[src/rtl/spi_pkg.sv]
// spi_pkg: shared definitions for the register-file SPI initiator and slave.
//   - Command byte constants (shared with the slave).
//   - Initiator FSM state enum.
//   - spi_cmd(): command byte for a given rnw/burst request.
package spi_pkg;

  localparam logic [7:0] READ_CMD    = 8'hC1;
  localparam logic [7:0] READ_BURST  = 8'hC5;
  localparam logic [7:0] WRITE_CMD   = 8'hC2;
  localparam logic [7:0] WRITE_BURST = 8'hCA;

  typedef enum logic [2:0] {
    IDLE,
    SETUP,
    CMD,
    ADDR,
    DATA,
    HOLD,
    GAP
  } spi_state_e;

  function automatic logic [7:0] spi_cmd(input logic rnw, input logic burst);
    if (rnw) return burst ? READ_BURST  : READ_CMD;
    else     return burst ? WRITE_BURST : WRITE_CMD;
  endfunction

endpackage

[src/rtl/spi_sclk_gen.sv]
// spi_sclk_gen: half-period divider producing the SPI clock (mode 0, idle low).
//   clk, rst : system clock, async active-high reset
//   en       : run enable from the FSM; low forces sclk=0 and restarts the count
//   sclk     : registered SPI clock
//   rise     : high in the clk cycle whose closing edge takes sclk 0->1
//   fall     : high in the clk cycle whose closing edge takes sclk 1->0
// Each half period lasts CLK_DIV clk cycles; the first half after en rises is low.
module spi_sclk_gen #(
  parameter int CLK_DIV = 4
) (
  input  logic clk,
  input  logic rst,
  input  logic en,
  output logic sclk,
  output logic rise,
  output logic fall
);

  localparam int CW = (CLK_DIV > 1) ? $clog2(CLK_DIV) : 1;
  localparam logic [CW-1:0] LAST = CW'(CLK_DIV - 1);

  logic [CW-1:0] cnt;
  logic          wrap;

  assign wrap = en && (cnt == LAST);
  assign rise = wrap && !sclk;
  assign fall = wrap &&  sclk;

  always_ff @(posedge clk or posedge rst) begin
    if (rst) begin
      cnt  <= '0;
      sclk <= 1'b0;
    end else if (!en) begin
      cnt  <= '0;
      sclk <= 1'b0;
    end else if (wrap) begin
      cnt  <= '0;
      sclk <= ~sclk;
    end else begin
      cnt  <= cnt + 1'b1;
    end
  end

endmodule

[src/rtl/spi_master.sv]
// spi_master: SPI initiator for the register-file slave.
// Frame: csn low, command byte, address byte, 1 or len+1 data bytes, csn high.
//   clk, rst          : system clock, async active-high reset
//   start             : request strobe, honoured only in IDLE
//   rnw, burst        : request type (selects command 0xC1/0xC5/0xC2/0xCA)
//   addr, len         : start address, burst length minus one
//   wdata / wdata_rd  : write byte, consumed in the cycle wdata_rd pulses
//   rdata/rdata_valid : last read byte and its one-cycle update strobe
//   busy, done        : transaction in progress / one-cycle end-of-frame pulse
//   csn, sclk, mosi, miso : SPI pins (mode 0, MSB first)
// Optional build macro SPI_MASTER_ABORT_EN adds abort (in) and aborted (out):
// abort during DATA ends the frame after the byte in flight.
module spi_master #(
  parameter int CLK_DIV  = 4,
  parameter int CS_SETUP = 2,
  parameter int CS_HOLD  = 2,
  parameter int CS_GAP   = 4
) (
  input  logic       clk,
  input  logic       rst,
  input  logic       start,
  input  logic       rnw,
  input  logic       burst,
  input  logic [7:0] addr,
  input  logic [7:0] len,
  input  logic [7:0] wdata,
  output logic       wdata_rd,
  output logic [7:0] rdata,
  output logic       rdata_valid,
  output logic       busy,
  output logic       done,
  output logic       csn,
  output logic       sclk,
  output logic       mosi,
  input  logic       miso
`ifdef SPI_MASTER_ABORT_EN
  ,
  input  logic       abort,
  output logic       aborted
`endif
);

  import spi_pkg::*;

  spi_state_e  state;
  logic [15:0] cyc_cnt;    // SETUP / HOLD / GAP dwell counter
  logic [2:0]  bit_cnt;    // bit index within the current byte
  logic [8:0]  byte_cnt;   // data byte index; 9 bits so len=255 gives 256 bytes
  logic [8:0]  last_byte;
  logic        rnw_q;
  logic [7:0]  addr_q;
  logic [7:0]  sh;         // transmit shifter, sh[7] is the bit on the wire
  logic [6:0]  rsh;        // first seven received bits of the current byte
  logic        sclk_en;
  logic        rise, fall;
  logic        stop_req;

`ifdef SPI_MASTER_ABORT_EN
  logic abort_pend;
  assign stop_req = abort_pend | abort;
`else
  assign stop_req = 1'b0;
`endif

  spi_sclk_gen #(.CLK_DIV(CLK_DIV)) u_sclk (
    .clk  (clk),
    .rst  (rst),
    .en   (sclk_en),
    .sclk (sclk),
    .rise (rise),
    .fall (fall)
  );

  // wdata is taken into the shifter at the end of the wdata_rd cycle; during
  // that one cycle the first data bit comes straight from wdata so mosi is
  // valid from the first low-half cycle, even when CLK_DIV=1.
  assign mosi = wdata_rd ? wdata[7] : sh[7];

  always_ff @(posedge clk or posedge rst) begin
    if (rst) begin
      state       <= IDLE;
      cyc_cnt     <= '0;
      bit_cnt     <= '0;
      byte_cnt    <= '0;
      last_byte   <= '0;
      rnw_q       <= 1'b0;
      addr_q      <= '0;
      sh          <= '0;
      rsh         <= '0;
      sclk_en     <= 1'b0;
      csn         <= 1'b1;
      busy        <= 1'b0;
      done        <= 1'b0;
      wdata_rd    <= 1'b0;
      rdata       <= '0;
      rdata_valid <= 1'b0;
`ifdef SPI_MASTER_ABORT_EN
      abort_pend  <= 1'b0;
      aborted     <= 1'b0;
`endif
    end else begin
      done        <= 1'b0;
      wdata_rd    <= 1'b0;
      rdata_valid <= 1'b0;

      unique case (state)
        IDLE: begin
          if (start) begin
            state     <= SETUP;
            rnw_q     <= rnw;
            addr_q    <= addr;
            last_byte <= burst ? {1'b0, len} : 9'd0;
            sh        <= spi_cmd(rnw, burst);
            cyc_cnt   <= '0;
            csn       <= 1'b0;
            busy      <= 1'b1;
`ifdef SPI_MASTER_ABORT_EN
            abort_pend <= 1'b0;
            aborted    <= 1'b0;
`endif
          end
        end

        SETUP: begin
          if (cyc_cnt == 16'(CS_SETUP - 1)) begin
            state   <= CMD;
            sclk_en <= 1'b1;
            bit_cnt <= '0;
          end else begin
            cyc_cnt <= cyc_cnt + 16'd1;
          end
        end

        CMD, ADDR, DATA: begin
`ifdef SPI_MASTER_ABORT_EN
          if (state == DATA && abort) abort_pend <= 1'b1;
`endif
          if (state == DATA && wdata_rd) sh <= wdata;

          // Slave shifts on the falling edge, so miso is stable at each rise.
          if (state == DATA && rise && rnw_q) begin
            if (bit_cnt == 3'd7) begin
              rdata       <= {rsh, miso};
              rdata_valid <= 1'b1;
            end else begin
              rsh <= {rsh[5:0], miso};
            end
          end

          if (fall) begin
            if (bit_cnt != 3'd7) begin
              bit_cnt <= bit_cnt + 3'd1;
              sh      <= {sh[6:0], 1'b0};
            end else begin
              bit_cnt <= '0;
              if (state == CMD) begin
                state <= ADDR;
                sh    <= addr_q;
              end else if (state == ADDR) begin
                state    <= DATA;
                byte_cnt <= '0;
                sh       <= '0;
                wdata_rd <= !rnw_q;
              end else if (byte_cnt == last_byte || stop_req) begin
                // Leave sh alone: mosi keeps the last driven bit in HOLD.
                state   <= HOLD;
                sclk_en <= 1'b0;
                cyc_cnt <= '0;
`ifdef SPI_MASTER_ABORT_EN
                aborted <= stop_req;
`endif
              end else begin
                byte_cnt <= byte_cnt + 9'd1;
                sh       <= '0;
                wdata_rd <= !rnw_q;
              end
            end
          end
        end

        HOLD: begin
          if (cyc_cnt == 16'(CS_HOLD - 1)) begin
            state   <= GAP;
            csn     <= 1'b1;
            cyc_cnt <= '0;
            done    <= (CS_GAP == 1);
          end else begin
            cyc_cnt <= cyc_cnt + 16'd1;
          end
        end

        GAP: begin
          // done is registered, so it is raised one cycle ahead of the exit.
          if (cyc_cnt == 16'(CS_GAP - 1)) begin
            state <= IDLE;
            busy  <= 1'b0;
            sh    <= '0;
          end else begin
            cyc_cnt <= cyc_cnt + 16'd1;
            done    <= (int'(cyc_cnt) == CS_GAP - 2);
          end
        end

        default: state <= IDLE;
      endcase
    end
  end

endmodule

[config.mk]
export PLATFORM = sky130hd
export DESIGN_NAME = spi_master
export DESIGN_NICKNAME = d
export VERILOG_FILES = /design/src/rtl/spi_pkg.sv /design/src/rtl/spi_sclk_gen.sv /design/src/rtl/spi_master.sv
export SDC_FILE = /design/constraint.sdc
export NUM_CORES = 1
export LEC_CHECK = 0
export CORE_ASPECT_RATIO = 1.75
export CORE_MARGIN = 10
export CORE_UTILIZATION = 25
export CTS_CLUSTER_DIAMETER = 150
export DETAILED_ROUTE_END_ITERATION = 8
export HOLD_SLACK_MARGIN = 0.06
export SYNTH_ARGS = -nofsm -noshare
export SYNTH_HDL_FRONTEND = slang
export SYNTH_SLANG_ARGS = --single-unit
[constraint.sdc]
create_clock -name clk -period 2.5 [get_ports clk]
set_input_delay 0.375 -clock clk [delete_from_list [all_inputs] [get_ports clk]]
set_output_delay 0.375 -clock clk [all_outputs]
set_load 0.005 [all_outputs]
==> qor.yml <==
outcome:
  outcome: "finished clean"
timing:
  setup_viol: 0
  min_period_ns: 2.35
  skew_ns: 0.00932
  max-slew-margin-rel: 0.641
  clock.fmax_mhz: 425
  final_hold_viol_count: 0
  post-route-period-util: 0.941
  worst_pin_slew_ns: 0.535
  drv_slew: 0
  fin_tns_setup_ns: 0
  rsz0062_at_grt: "false"
global_routing:
  grt_most_used_layer: "met2"
  grt_usage: 0.103
  grt_util_met3: 0.0234
  antenna_found_initial: 0
  grt_first_pass_wirelength_um: 19300
  grt_pass1_vias: 3878
  use_met1: 0.101
  grt_start_max_net_pins: 29
  met2_usage: 0.190
  gr-total-overflow: 0
clocking:
  clock_latency_ns: 0.34
  cts_buffer_depth: 2
  cts_buffers: 9
  clock_sinks: 80
  root_buffer: "clkbuf_16"
  htreeDepth: 3
  tritoncts: "done"
  post_cts_buffers: 0
  cts.clk_slew.worst_paths_ns: 0.07
place:
  port_buffers: 44
  gp_congestion: 0.868
  dpl.hpwl_um: 8930
synth:
  ys_dominant_reg_cell: "dfrtp_1"
  ys_types: 54
  synth_edf_count: 0
  async_flop_share: 1.00
  synthesis.nets: 468
  syn_inst: 431
  avgSynthCellArea_um2: 9.88
  ys_ff_latch: 80
  yosysWarnings: 0
  synth.top_cell.area_share: 0.464
  yosysTopAreaCell: "dfrtp_1"
  yosysSeqAreaShare: 0.471
  synth_area_leaders: "dfrtp_1 (46%), mux2_2 (7.1%), xnor2_1 (5.1%), nor2_1 (4.1%), nand2_1 (3.7%)"
  syn_area_mm2: 0.00426
final_layout:
  drive_gt1_frac: 0.169
  multi_input_area_mm2: 0.00215
  syn_to_final_growth_pct: 28.5
  seqCellArea_mm2: 0.00200
  fin_util: 0.324
  final_nets: 529
  n_antenna_cell: 0
  nFillCells: 1776
floorplan:
  initial_core_util: 0.252
  die_h_um: 193
  die_area_mm2: 0.0229
  fp.dieW_um: 119
  core_mm2: 0.0169
  ios: 45
  fp-row-count: 63
critical_path:
  crit_fanout: 11
  crit_buf_inv: 1
  setup.worst_path.end: "cyc_cnt[8]"
  cp-end-kind: "flip-flop"
  start_kind: "flip-flop"
  rr_endpoint: "cyc_cnt[8]"
  crit_required_ns: 2.72
  crit_slowest_cell: "or4_4"
  worstReg2RegStart: "byte_cnt[7]"
  crit_chain: "xor2_1 > or4_4 > o31a_1 > buf_4 > nor4b_1 > xnor2_1 > nor2_1"
  crit_path_start: "byte_cnt[7]"
  critPathArrivalTime_ns: 2.58
  cp.depth: 7
  ff2ff_path_depth: 7
  crit_type: "reg2reg"
  cpPeakStageDelay_ns: 0.53
  rrSetupSlack_ns: 0.15
  critPathTopFamily: "simple AND/OR/NAND/NOR gates"
pwr:
  vdd_drop_max_mv: 0.281
  power.leakage_uw: 0.00230
  powerDensity_mw_per_mm2: 513
drt:
  drt_iter0_markers: 154
  dr_total_vias: 3528
  vias_per_cell: 4.87
  finalWirelength_um: 11500
  wl_per_cell_um: 15.9
  drt.antenna.violating_nets: 0
  dr.pass1.iters: 4
  drc_errors: 0
run:
  max-cap-violations: 0
hold_path:
  hold_path.class: "in2async"
## cell usage after synthesis, types with 4 or more instances
| library cell | n |
|---|---|
| a21oi_1 | 12 |
| a22o_1 | 4 |
| a31oi_1 | 6 |
| and2_1 | 5 |
| and3_1 | 7 |
| clkbuf_1 | 15 |
| dfrtp_1 | 79 |
| ha_1 | 7 |
| inv_1 | 10 |
| mux2_2 | 27 |
| mux2i_1 | 6 |
| nand2_1 | 42 |
| nand2b_1 | 6 |
| nand3_1 | 15 |
| nand4_1 | 5 |
| nor2_1 | 46 |
| nor3_1 | 10 |
| nor3b_1 | 7 |
| nor4_1 | 8 |
| nor4_2 | 5 |
| nor4b_1 | 4 |
| o21ai_0 | 30 |
| xnor2_1 | 25 |
| xor2_1 | 4 |
## metrics by stage
step	instances	power, uW	hold WS [ns]	area (um^2)	setup slack [ns]
floorplan	431	1410	0.414	4260	0.0749
global placement	708	1490	0.425	5160	0.180
detailed placement	708	1490	0.448	5160	0.117
CTS	724	2840	0.393	5460	0.117
global route	724	2910	0.425	5470	0.0239
finish	724	2810	0.374	5470	0.148
## layout make-up
class / instances / share of cell area
multi-input combinational: 320 / 0.393
sequential: 80 / 0.366
timing repair buffer: 71 / 0.127
tap: 227 / 0.0519
clock buffer: 11 / 0.0444
clock inverter: 5 / 0.0105
inverter: 10 / 0.00709
## routing by layer
metal | routed length, um | part of all wire
met5 | 0 | 0
met4 | 610 | 0.053
met3 | 426 | 0.037
met2 | 6200 | 0.54
met1 | 4270 | 0.37
## layout by cell type, fill, tap and decap left out, types with 9 or more instances in the layout
cell type,count
dfrtp_1,79
clkdlybuf4s50_1,44
a21oi_1,12
nand2_1,42
mux2_2,27
o21ai_0,30
inv_1,9
nor3_1,10
clkbuf_16,9
nor2_1,46
nand3_1,15
buf_4,23
xnor2_1,25
## state kept, by name (all words and copies together) (netlist names)
name,count
done,1
sh,8
last_byte,8
u_sclk.cnt,2
rsh,7
busy,1
state,3
rdata,8
sclk_en,1
rdata_valid,1
csn,1
u_sclk.sclk,1
cyc_cnt,16
addr_q,8
wdata_rd,1
bit_cnt,3
byte_cnt,9
rnw_q,1
## worst min-delay path by stage
stage             startpoint            end  cells past startpoint  slack [ns]
6_report                 rst     cyc_cnt[1]                      2        0.37
5_1_grt                  rst     cyc_cnt[1]                      2        0.42
4_1_cts                  rst     cyc_cnt[1]                      2        0.39
3_5_place_dp   u_sclk.cnt[0]  u_sclk.cnt[0]                      1        0.45
3_3_place_gp   u_sclk.cnt[0]  u_sclk.cnt[0]                      1        0.43
2_1_floorplan  u_sclk.cnt[0]  u_sclk.cnt[0]                      1        0.41
## power by group
group	internal [uW]	switching, uW	leakage (uW)	total [uW]
clock network	799	538	0.000138	1340
registers	1310	9.83	0.00105	1320
logic	77.1	70.8	0.00111	148
total	2190	619	0.00230	2810
## worst reg2reg max path, delay by kind of cell (launching register included)
| family | cells | cell delay (ns) |
|---|---|---|
| simple gates | 3 | 0.96 |
| flops | 1 | 0.41 |
| xor+xnor | 2 | 0.33 |
| compound gates | 1 | 0.35 |
| buf+inv | 1 | 0.19 |
## what timing repair did
action                     4_1_cts  5_1_grt
resized for setup                0        2
hold buffers                     0        0
setup endpoints to repair        0       14
## cells by family after synthesis
kind of cell	share of synthesized area
flip-flops	0.471
AND/OR/NAND/NOR	0.222
AO/OA/AOI/OAI	0.111
buffers and inverters	0.0303
multiplexers	0.0855
XOR/XNOR	0.0597
adder cells (fa/ha/maj)	0.0206
(Power assumes the default switching activity.)
